<file path="src/rtl/ysyx_22051145_mem_stage_pkg.sv">
// Shared encodings for the memory-access stage: access sizes, FSM states,
// byte-strobe width and the natural-alignment check.
package ysyx_22051145_mem_stage_pkg;

   localparam logic [1:0] MEM_SIZE_B = 2'd0;
   localparam logic [1:0] MEM_SIZE_H = 2'd1;
   localparam logic [1:0] MEM_SIZE_W = 2'd2;
   localparam logic [1:0] MEM_SIZE_D = 2'd3;

   localparam int unsigned BYTE_MASK_W = 8;

   typedef enum logic [1:0] {
      StIdle = 2'd0,
      StReq  = 2'd1,
      StRsp  = 2'd2
   } state_e;

   // An access is misaligned when the address is not a multiple of its size.
   function automatic logic is_misaligned(input logic [2:0] addr_lo, input logic [1:0] size);
      logic mis;
      case (size)
         MEM_SIZE_B: mis = 1'b0;
         MEM_SIZE_H: mis = addr_lo[0];
         MEM_SIZE_W: mis = |addr_lo[1:0];
         default:    mis = |addr_lo;
      endcase
      return mis;
   endfunction

endpackage

</file>
<file path="src/rtl/ysyx_22051145_lsu_align.sv">
// Byte-lane alignment for the data bus: store data/strobe placement and
// load data extraction with sign or zero extension.
module ysyx_22051145_lsu_align
   import ysyx_22051145_mem_stage_pkg::*;
#(
   parameter int unsigned XLEN = 64
) (
   input  logic [2:0]             i_off,
   input  logic [1:0]             i_size,
   input  logic                   i_uns,
   input  logic [XLEN-1:0]        i_st_data,
   input  logic [XLEN-1:0]        i_ld_data,
   output logic [XLEN-1:0]        o_wdata,
   output logic [BYTE_MASK_W-1:0] o_wmask,
   output logic [XLEN-1:0]        o_ld_result
);

   logic [5:0]             w_shamt;
   logic [BYTE_MASK_W-1:0] w_size_mask;
   logic [XLEN-1:0]        w_ld_shift;

   assign w_shamt = {i_off, 3'b000};

   // Store side: move data and strobes up to the addressed byte lane.
   always_comb begin
      w_size_mask = 8'h01;
      case (i_size)
         MEM_SIZE_B: w_size_mask = 8'h01;
         MEM_SIZE_H: w_size_mask = 8'h03;
         MEM_SIZE_W: w_size_mask = 8'h0F;
         default:    w_size_mask = 8'hFF;
      endcase
      o_wmask = w_size_mask << i_off;
      o_wdata = i_st_data << w_shamt;
   end

   // Load side: bring the addressed lane down to bit 0, then extend.
   always_comb begin
      w_ld_shift  = i_ld_data >> w_shamt;
      o_ld_result = w_ld_shift;
      case (i_size)
         MEM_SIZE_B: o_ld_result = {{(XLEN-8){w_ld_shift[7] & ~i_uns}}, w_ld_shift[7:0]};
         MEM_SIZE_H: o_ld_result = {{(XLEN-16){w_ld_shift[15] & ~i_uns}}, w_ld_shift[15:0]};
         MEM_SIZE_W: o_ld_result = {{(XLEN-32){w_ld_shift[31] & ~i_uns}}, w_ld_shift[31:0]};
         default:    o_ld_result = w_ld_shift;
      endcase
   end

endmodule

</file>
<file path="src/rtl/ysyx_22051145_mem_stage.sv">
// Memory-access stage: accepts one instruction from execute, performs at most
// one outstanding bus load/store, and presents one registered result to writeback.
module ysyx_22051145_mem_stage
   import ysyx_22051145_mem_stage_pkg::*;
#(
   parameter int unsigned XLEN     = 64,
   parameter int unsigned REGIDX_W = 5
) (
   input  logic                   clk,
   input  logic                   rst,
   input  logic                   in_valid,
   output logic                   in_ready,
   input  logic [XLEN-1:0]        in_pc,
   input  logic [XLEN-1:0]        in_exe_dat,
   input  logic [XLEN-1:0]        in_rs2,
   input  logic [REGIDX_W-1:0]    in_rd,
   input  logic                   in_rd_wen,
   input  logic                   in_mem_ld,
   input  logic                   in_mem_st,
   input  logic [1:0]             in_mem_size,
   input  logic                   in_mem_uns,
   output logic                   req_valid,
   input  logic                   req_ready,
   output logic                   req_wen,
   output logic [XLEN-1:0]        req_addr,
   output logic [XLEN-1:0]        req_wdata,
   output logic [BYTE_MASK_W-1:0] req_wmask,
   input  logic                   rsp_valid,
   input  logic [XLEN-1:0]        rsp_rdata,
   output logic                   out_valid,
   input  logic                   out_ready,
   output logic [XLEN-1:0]        out_pc,
   output logic [REGIDX_W-1:0]    out_rd,
   output logic                   out_rd_wen,
   output logic [XLEN-1:0]        out_dat,
   output logic                   out_misalign
);

   state_e r_state, w_state_nxt;

   // Captured instruction fields, held for the whole bus transaction.
   logic [XLEN-1:0]     r_pc, r_addr, r_rs2;
   logic [REGIDX_W-1:0] r_rd;
   logic                r_rd_wen, r_st, r_uns;
   logic [1:0]          r_size;

   // Writeback output register.
   logic                r_out_valid, r_out_rd_wen, r_out_misalign;
   logic [XLEN-1:0]     r_out_pc, r_out_dat;
   logic [REGIDX_W-1:0] r_out_rd;

   logic                   w_accept, w_is_mem, w_misalign, w_direct, w_rsp_done;
   logic [XLEN-1:0]        w_wdata, w_ld_result;
   logic [BYTE_MASK_W-1:0] w_wmask;

   assign in_ready   = (r_state == StIdle) && (!r_out_valid || out_ready);
   assign w_accept   = in_valid && in_ready;
   assign w_is_mem   = in_mem_ld || in_mem_st;
   assign w_misalign = w_is_mem && is_misaligned(in_exe_dat[2:0], in_mem_size);
   // Non-memory and misaligned ops complete without touching the bus.
   assign w_direct   = w_accept && (!w_is_mem || w_misalign);
   assign w_rsp_done = (r_state == StRsp) && rsp_valid;

   // Both bus directions are aligned from the captured address and size.
   ysyx_22051145_lsu_align #(
      .XLEN(XLEN)
   ) u_lsu_align (
      .i_off      (r_addr[2:0]),
      .i_size     (r_size),
      .i_uns      (r_uns),
      .i_st_data  (r_rs2),
      .i_ld_data  (rsp_rdata),
      .o_wdata    (w_wdata),
      .o_wmask    (w_wmask),
      .o_ld_result(w_ld_result)
   );

   // State register.
   always_ff @(posedge clk or posedge rst) begin
      if (rst) begin
         r_state <= StIdle;
      end else begin
         r_state <= w_state_nxt;
      end
   end

   // Next-state logic: one bus transaction at a time.
   always_comb begin
      w_state_nxt = r_state;
      case (r_state)
         StIdle: if (w_accept && w_is_mem && !w_misalign) w_state_nxt = StReq;
         StReq:  if (req_ready) w_state_nxt = StRsp;
         StRsp:  if (rsp_valid) w_state_nxt = StIdle;
         default: w_state_nxt = StIdle;
      endcase
   end

   // Bus request outputs, driven only while a request is pending.
   always_comb begin
      req_valid = 1'b0;
      req_wen   = 1'b0;
      req_addr  = '0;
      req_wdata = '0;
      req_wmask = '0;
      if (r_state == StReq) begin
         req_valid = 1'b1;
         req_wen   = r_st;
         req_addr  = {r_addr[XLEN-1:3], 3'b000};
         req_wdata = w_wdata;
         req_wmask = w_wmask;
      end
   end

   // Capture instruction fields at every accepted transfer.
   always_ff @(posedge clk or posedge rst) begin
      if (rst) begin
         r_pc     <= '0;
         r_addr   <= '0;
         r_rs2    <= '0;
         r_rd     <= '0;
         r_rd_wen <= 1'b0;
         r_st     <= 1'b0;
         r_uns    <= 1'b0;
         r_size   <= MEM_SIZE_B;
      end else if (w_accept) begin
         r_pc     <= in_pc;
         r_addr   <= in_exe_dat;
         r_rs2    <= in_rs2;
         r_rd     <= in_rd;
         r_rd_wen <= in_rd_wen;
         r_st     <= in_mem_st;
         r_uns    <= in_mem_uns;
         r_size   <= in_mem_size;
      end
   end

   // Output register: load a new result, else clear once consumed.
   always_ff @(posedge clk or posedge rst) begin
      if (rst) begin
         r_out_valid    <= 1'b0;
         r_out_pc       <= '0;
         r_out_rd       <= '0;
         r_out_rd_wen   <= 1'b0;
         r_out_dat      <= '0;
         r_out_misalign <= 1'b0;
      end else if (w_direct) begin
         r_out_valid    <= 1'b1;
         r_out_pc       <= in_pc;
         r_out_rd       <= in_rd;
         r_out_rd_wen   <= in_rd_wen && !w_misalign;
         r_out_dat      <= in_exe_dat;
         r_out_misalign <= w_misalign;
      end else if (w_rsp_done) begin
         r_out_valid    <= 1'b1;
         r_out_pc       <= r_pc;
         r_out_rd       <= r_rd;
         r_out_rd_wen   <= r_rd_wen && !r_st;
         r_out_dat      <= r_st ? '0 : w_ld_result;
         r_out_misalign <= 1'b0;
      end else if (out_ready) begin
         r_out_valid    <= 1'b0;
         r_out_pc       <= '0;
         r_out_rd       <= '0;
         r_out_rd_wen   <= 1'b0;
         r_out_dat      <= '0;
         r_out_misalign <= 1'b0;
      end
   end

   assign out_valid    = r_out_valid;
   assign out_pc       = r_out_pc;
   assign out_rd       = r_out_rd;
   assign out_rd_wen   = r_out_rd_wen;
   assign out_dat      = r_out_dat;
   assign out_misalign = r_out_misalign;

endmodule
</file>
<file path="config.mk">
export PLATFORM = sky130hd
export DESIGN_NAME = ysyx_22051145_mem_stage
export DESIGN_NICKNAME = d
export VERILOG_FILES = /design/src/rtl/ysyx_22051145_mem_stage_pkg.sv /design/src/rtl/ysyx_22051145_lsu_align.sv /design/src/rtl/ysyx_22051145_mem_stage.sv
export SDC_FILE = /design/constraint.sdc
export NUM_CORES = 1
export LEC_CHECK = 0
export ABC_AREA = 1
export BUFFER_PORTS_ARGS = -buffer_cell sky130_fd_sc_hd__buf_2
export CAP_MARGIN = 20
export CORE_AREA = 2 2 214 216
export CTS_CLUSTER_DIAMETER = 30
export DETAILED_ROUTE_END_ITERATION = 6
export DIE_AREA = 0 0 216 218
export GPL_ROUTABILITY_DRIVEN = 0
export GPL_TIMING_DRIVEN = 1
export PLACE_DENSITY = 0.7
export SLEW_MARGIN = 10
export SYNTH_ARGS = -nofsm -noshare
export SYNTH_HDL_FRONTEND = slang
export SYNTH_HIERARCHICAL = 1
export SYNTH_SLANG_ARGS = --single-unit
export TNS_END_PERCENT = 10
</file>
<file path="constraint.sdc">
create_clock -name clk -period 21.4 [get_ports clk]
set_input_delay 3.21 -clock clk [delete_from_list [all_inputs] [get_ports clk]]
set_output_delay 3.21 -clock clk [all_outputs]
set_load 0.03 [all_outputs]
</file>
==> results.tsv <==
metric	value	unit
netlist.area_leader.share	42.1	%
ys_seq_area_share	42.1	%
setup_viol	0	
slew_viol_final	0	
clk_latency	620	ps
drc	0	
hold_violations	0	
crit_path_end_kind	primary output	
core-area	44900	um^2
initial_core_util	45.0	%
use_met3	7.52	%
worst_clock_skew	22.9	ps
finalCriticalPeriod	7700	ps
grt_max_degree	241	
dp.cells	3907	
leakagePower	14.6	nW
place_ws	13740	ps
p_switching	1.83	mW
fmax	0.130	GHz
num_rows	78	
synth_largest_area_cell	dfrtp_1	
vias	22000	
startpoint_type	input pin	
fin_ws	13700	ps
antenna_left	0	
grt_pass1_vias	20241	
critPathKind	in2out	
overflow	0	
rsz0062_at_grt	no	
powerDensity	160	nW/um^2
yosys-top-cells-area	dfrtp_1, nand2_1, nand4_1	
antenna_found_initial	32	
drt_iter0_drc	2582	
tns	0	ps
place_hpwl	52000	um
crit_fanout	73	
cp.arrival	4490	ps
critPathRequiredTime	18190	ps
sw_frac_of_total	44.1	%
outcome	finished clean	
cts.sink_count	340	
synth_edf_count	0	
htree_levels	3	
grt_pass1_wl	117000	um
area_growth	28.9	%
path_clk_slew	40	ps
instances_no_fill	4092	
die-height	218	um
portBuffers	544	
power_frac_clock	33.2	%
intPower	2.32	mW
die_w	216	um
cts-hold-fix-buffers	0	
postSynth.asyncResetShare	100	%
placed_area	22800	um^2
post_cts_buffers	0	
ys_top_cells_by_count	nand2_1, dfrtp_1, inv_1	
combPwrFrac	41.1	%
power.total	4.16	mW
timing.final.crit_share	36.0	%
post_cts_resize_count	0	
vias_per_cell	5.38	
cts_made_buffers	88	
cts_tree	built	
root_buffer	clkbuf_16	
dieArea	47100	um^2
grt-busiest-layer	met2	
cp_slowest_cell	inv_4	
use_met2	52.4	%
use_met1	39.5	%
syn_inst	2976	
cts_buffer_depth	3	
synth_cell_types	31	
seqPwrFrac	25.7	%
routed_wl	77500	um
hold_slack	467	ps
worstPathCellList	buf_2 -> inv_4 -> nand2_1 -> nand2_1 -> inv_1 -> buf_2	
gr-usage-all-layers	32.1	%
avgSynthCellArea	6.79	um^2
first_pass_iters	6	
ys.flop_type	dfrtp_1	
ys_warn_count	6	
slew_headroom	20.0	%
tightest_slew	1200	ps
postLayoutCoreUtil	58.0	%
post-synth-top-count-cell	nand2_1	
maxCapViolCount	0	
finalInstanceArea	26100	um^2
io_pins	548	
fin_nets	3674	
wl_per_cell	18.9	um
holdCritPathClass	reg2reg	
peakVddDrop	0.178	mV
layout-drive-gt1-share	21.7	%
cp_slowest_stage_delay	590	ps
ys_seq_elements	340	
synth.cell_area	20200	um^2
## kinds of logic after synthesis
| family | after synthesis | share of synthesized area (%) |
|---|---|---|
| AOI/OAI and AO/OA | 309 | 8.13 |
| buffers and inverters | 508 | 10.9 |
| and+or+nand+nor | 1796 | 37.8 |
| muxes | 22 | 1.09 |
| other | 1 | 0.0185 |
| DFF | 340 | 42.1 |
## final cells by class
cell class	instances	area [um^2]
Antenna cell	21	52.6
Timing Repair Buffer	569	3000
Fill cell	4315	18800
Clock buffer	115	2440
Sequential cell	340	8510
Inverter	272	1040
Tap cell	600	751
Clock inverter	45	698
Multi-Input combinational cell	2130	9560
## cells in the final DEF, fill, tap and decap left out, drive strengths merged
| master | n |
|---|---|
| nand2 | 1206 |
| buf | 569 |
| dfrtp | 340 |
| inv | 276 |
| o21ai | 246 |
| nor2 | 190 |
| nand4 | 169 |
| nand3 | 164 |
| clkbuf | 115 |
| nand3b | 54 |
| o211ai | 28 |
| clkinv | 23 |
| mux2i | 22 |
| diode | 21 |
| a21oi | 18 |
| o22ai | 12 |
| bufinv | 12 |
| or2 | 12 |
| clkinvlp | 6 |
| o31ai | 5 |
| conb | 3 |
| nor3 | 1 |
## power groups by stage
stage	sequential (mW)	clock, mW	combinational [mW]
3_3_place_gp	1.06	0	1.65
4_1_cts	1.06	1.39	1.68
6_report	1.07	1.38	1.71
2_1_floorplan	1.18	0	1.07
5_1_grt	1.09	1.44	1.86
3_5_place_dp	1.07	0	1.67
## state kept, by name, indices dropped and copies added (netlist names), 5 cells and up
name and cells:
out_pc 64, r_addr 64, r_pc 64, out_rd 5, r_rd 5, out_dat 64
r_rs2 64
## final timing paths
kind | startpoint | end | slack, ps | depth (start not counted)
hold / removal | r_pc[58] | r_pc[58] | 470 | 2
setup reg to reg | r_addr[0] | out_dat[39] | 17270 | 14
max in group asynchronous | rst | r_rs2[60] | 17330 | 3
min in group asynchronous | rst | r_addr[4] | 2730 | 2
setup / recovery | out_ready | in_ready | 13700 | 6
hold reg to reg | r_pc[58] | r_pc[58] | 470 | 2
## critical path, delay by kind of cell
family	cells	cell delay (ps)
simple gates	2	360
buf+inv	4	920
## layer usage
metal  part of all wire, %  wire, um  vias up
met2                    47     36400     1101
li1                      -         -    10368
met4                   5.6      4300       18
met1                    39     30200    10285
met3                   8.3      6470      228
met5                  0.16       127        -
No activity file was read; power rests on OpenSTA's default activity.
